$ cat src/rtl/hazard_forward_unit.sv
// Data-hazard unit: shadow pipeline, EX operand forward selects, load-use stall.
// Optional stall-cycle counter built when HFU_PERF_CNT_EN is defined.
module hazard_forward_unit #(
  parameter int AW        = 5,
  parameter int NUM_SRC   = 2,
  parameter int FWD_DEPTH = 2,
  parameter int SW        = $clog2(FWD_DEPTH+1)
) (
  input  logic                  clk,
  input  logic                  reset,
  input  logic                  id_valid,
  input  logic [NUM_SRC*AW-1:0] id_rs,
  input  logic [AW-1:0]         id_rd,
  input  logic                  id_regwrite,
  input  logic                  id_memread,
  input  logic                  flush,
  output logic                  stall,
  output logic [NUM_SRC*SW-1:0] fwd_sel
`ifdef HFU_PERF_CNT_EN
  ,
  output logic [31:0]           stall_count
`endif
);

  localparam int D = FWD_DEPTH + 1;

  logic [D:1]    vld_q;
  logic [D:1]    wr_q;
  logic [AW-1:0] rd_q [1:D];
  logic          ld_q;
  logic [AW-1:0] rs_q [NUM_SRC];
  logic          hit;
  logic          accept;

  assign accept = id_valid && !stall && !flush;

  always_comb begin
    hit = 1'b0;
    for (int i = 0; i < NUM_SRC; i++) begin
      if (id_rs[i*AW +: AW] == rd_q[1]) hit = 1'b1;
    end
    stall = id_valid && !flush && vld_q[1] && ld_q && wr_q[1]
            && (rd_q[1] != '0) && hit;
  end

  // Scan oldest to youngest so the nearest producer overwrites.
  always_comb begin
    fwd_sel = '0;
    for (int i = 0; i < NUM_SRC; i++) begin
      for (int k = D; k >= 2; k--) begin
        if (vld_q[k] && wr_q[k] && (rd_q[k] != '0)
            && (rd_q[k] == rs_q[i]))
          fwd_sel[i*SW +: SW] = SW'(k - 1);
      end
    end
    if (!vld_q[1]) fwd_sel = '0;
  end

  always_ff @(posedge clk or posedge reset) begin
    if (reset) begin
      vld_q <= '0;
      wr_q  <= '0;
      ld_q  <= 1'b0;
      for (int k = 1; k <= D; k++) rd_q[k] <= '0;
      for (int i = 0; i < NUM_SRC; i++) rs_q[i] <= '0;
    end else begin
      for (int k = 2; k <= D; k++) begin
        vld_q[k] <= vld_q[k-1];
        wr_q[k]  <= wr_q[k-1];
        rd_q[k]  <= rd_q[k-1];
      end
      vld_q[1] <= accept;
      wr_q[1]  <= accept && id_regwrite;
      ld_q     <= accept && id_memread;
      rd_q[1]  <= id_rd;
      for (int i = 0; i < NUM_SRC; i++) rs_q[i] <= id_rs[i*AW +: AW];
    end
  end

`ifdef HFU_PERF_CNT_EN
  logic [31:0] cnt_q;
  logic [31:0] cnt_d;

  always_comb begin
    cnt_d = cnt_q;
    if (stall && (cnt_q != 32'hFFFF_FFFF)) cnt_d = cnt_q + 32'd1;
  end

  always_ff @(posedge clk or posedge reset) begin
    if (reset) cnt_q <= '0;
    else       cnt_q <= cnt_d;
  end

  assign stall_count = cnt_q;
`endif

endmodule

$ cat config.mk
export PLATFORM = sky130hd
export DESIGN_NAME = hazard_forward_unit
export DESIGN_NICKNAME = d
export VERILOG_FILES = /design/src/rtl/hazard_forward_unit.sv
export SDC_FILE = /design/constraint.sdc
export NUM_CORES = 1
export LEC_CHECK = 0
export CAP_MARGIN = 20
export CORE_MARGIN = 2
export CORE_UTILIZATION = 50
export DETAILED_ROUTE_END_ITERATION = 10
export MAX_ROUTING_LAYER = met4
export PLACE_DENSITY = 0.77
export SLEW_MARGIN = 20
export SYNTH_ARGS = -nofsm -noshare
export SYNTH_HDL_FRONTEND = slang
export SYNTH_SLANG_ARGS = --single-unit
$ cat constraint.sdc
create_clock -name clk -period 2.8 [get_ports clk]
set_input_delay 0.7 -clock clk [delete_from_list [all_inputs] [get_ports clk]]
set_output_delay 0.7 -clock clk [all_outputs]
set_load 0.03 [all_outputs]
==> impl_metrics.tcl <==
set metrics [dict create \
    ys_top_cells_by_area "dfrtp_1 64%, xnor2_1 13%, xor2_1 8.4%" \
    ant_nets 0 \
    worstHoldEndpoint "wr_q[2]$_DFF_PP0_" \
    ys_ff_latch 32 \
    finalHoldViolCount 0 \
    drc 0 \
    drive_gt1_share_pct 17.4 \
    grt_setup_unrepaired "false" \
    skew_ps 6.22 \
    place_congestion 0.822 \
    crit_type "flip-flop to primary output" \
    status "finished, final reports clean" \
    relSlewSlack_pct 75.1 \
    arrival_ps 1990 \
    grt.overflow.total 0 \
    leakage_uw 0.000702 \
    clkTransAtPathRegs_ps 90 \
    worstPathRequired_ps 2100 \
    die_h_um 54 \
    synthCells 94 \
    yosys_warnings 0 \
    synth-main-ff-cell "dfrtp_1" \
    antenna_cells 0 \
    rows 18 \
    numPlacedInstances 154 \
    n_fill_cell 176 \
    wl_per_cell_um 13.9 \
    hold_buffers 0 \
    synth_seq_area_share_pct 64.1 \
    seqCellArea_um2 801 \
    async_reset_ff_share_pct 100 \
    core_mm2 0.00243 \
    antenna_found_initial 0 \
    grt_max_degree 33 \
    r2r-end "vld_q[1]$_DFF_PP0_" \
    track_usage_pct 19.4 \
    cts_buffers 5 \
    endpoint_kind "primary output" \
    hp-class "flip-flop to flip-flop" \
    initial_core_util_pct 51.4 \
    syn-cell-area_mm2 0.00125 \
    syn_avg_cell_area_um2 13.3 \
    synth_largest_area_cell "dfrtp_1" \
    reg2reg_from "rd_q[12]$_DFF_PP0_" \
    synthTopCellsByCount "32 x dfrtp_1, 18 x xnor2_1, 12 x xor2_1" \
    finalSetupViolCount 0 \
    cts_tree "built" \
    clk_path_buf_depth 2 \
    crit_fanout 2 \
    synth_most_common_cell "dfrtp_1" \
    ys_types 19 \
    clock_sinks 32 \
    vias 831 \
    hold_start "wr_q[1]$_DFF_PP0_" \
    place_area_mm2 0.00157 \
    drv_slew 0 \
    p_per_area_mw_per_mm2 591 \
    syn2layout_area_growth_pct 33.8 \
    synth-edff-count 0 \
    h-tree-depth 2 \
    io_pins 26 \
    drt_iter0_drc 7 \
    syn-num-nets 115 \
    final_nets 152 \
    port-buffer-count 25 \
    start_kind "flip-flop" \
    slowest_delay_ps 540 \
    fmax_mhz 372 \
    period_share_pct 96.0 \
    multi_input_area_um2 465 \
    ff2ff_setup_slack_ps 1540 \
    crit_slowest_cell "or4_4" \
    final_cell_count_no_fill 162 \
    worst_pin_slew_ps 374 \
    cp_cell_sequence "or4_4 -> o211ai_1 -> nor4_1 -> and2_1 -> buf_2" \
    stdcell_area_mm2 0.00167 \
    tns_ps 0 \
    firstDrtPassIters 4 \
    grt_pass1_vias 835 \
    period_needed_ps 2690 \
    post_cts_buffers 0 \
    synth_top_area_share_pct 64.1 \
    die_w_um 54 \
    cts-root-buf "clkbuf_4" \
    ir_drop_uv 590 \
    holdPathStages 0 \
    max-cap-violations 0 \
    ff2ff_path_depth 4 \
    fin_util_pct 68.8 \
    grt_pass1_wl_um 3570 \
    clk_latency_ps 320 \
    die_area_mm2 0.00292 \
    viasPerCell 5.13 \
    wl_um 2250 \
]
## state kept, by name (all words and copies together) (netlist names)
signal,flops
ld_q,1
rd_q,15
rs_q,10
vld_q,3
wr_q,3
## power by group
group	leakage [uW]	switching [uW]	internal, uW
clock	0.0000515	146	237
combinational	0.000267	39.2	58.5
sequential	0.000384	22.6	485
total	0.000702	208	780
## cell families (layout without fill, tap and decap cells)
kind of cell,count (synthesis),in the layout,synth area share [%]
buf+inv,1,39,0.300
xor+xnor,30,30,21.0
compound gates,7,7,3.60
flops,32,32,64.1
simple gates,24,24,11.0
## metal layers
metal / routed length, um / share of wire, % / track usage, %
met1: 836 / 37 / 19.1
met2: 1210 / 54 / 32.3
met3: 145 / 6.4 / 7.50
met4: 60 / 2.7 / 11.7
met5: 0 / 0 / -
## what timing repair did
| item | 4_1_cts | 5_1_grt |
|---|---|---|
| setup endpoints to repair | 2 | 3 |
| pin swaps | 1 | 4 |
| resized for setup | 10 | 4 |
## worst max path at each step
stage,slack [ps],start,depth (start not counted),end
6_report,110,rd_q[8]$_DFF_PP0_,5,fwd_sel[2]
5_1_grt,3,rd_q[8]$_DFF_PP0_,5,fwd_sel[3]
4_1_cts,2,id_rs[7],6,stall
3_5_place_dp,20,id_rs[7],6,stall
3_3_place_gp,20,id_rs[7],6,stall
2_1_floorplan,200,rd_q[8]$_DFF_PP0_,4,fwd_sel[3]
## final cells by class
class / instances / area share [%]
multi-input cells: 61 / 27.8
clock inverters: 1 / 1.80
clock buffers: 7 / 3.89
repair buffers: 30 / 16.2
well taps: 30 / 2.24
inverters: 1 / 0.224
flip-flops and latches: 32 / 47.9
## critical path: cells and delay by family, from the launching register on
kind                   cells  cell delay [ps]
and+or+nand+nor            3              830
buffers and inverters      1              170
AOI/OAI and AO/OA          1              270
DFF                        1              400
## metrics by stage
| step | hold slack [ps] | total power (uW) | setup WS (ps) |
|---|---|---|---|
| after floorplan | 354 | 560 | 199 |
| after global placement | 358 | 608 | 15.7 |
| after detailed placement | 364 | 611 | 24.5 |
| after CTS | 385 | 993 | 2.26 |
| after global routing | 400 | 1040 | 3.18 |
| final | 391 | 988 | 113 |
## cell usage in the layout, fill, tap and decap left out, drive strengths merged
cell type,n
inv,1
xor2,12
or4,3
clkbuf,7
o211ai,1
nor2b,1
xnor2,18
a21oi,3
nand2,4
clkdlybuf4s50,20
o22ai,1
nor3,3
a21boi,1
o2111ai,1
dfrtp,32
nor4,3
nand4,1
nor2,1
nand3,5
bufinv,1
buf,10
and2,3
Power figures use the tool's default switching activity.
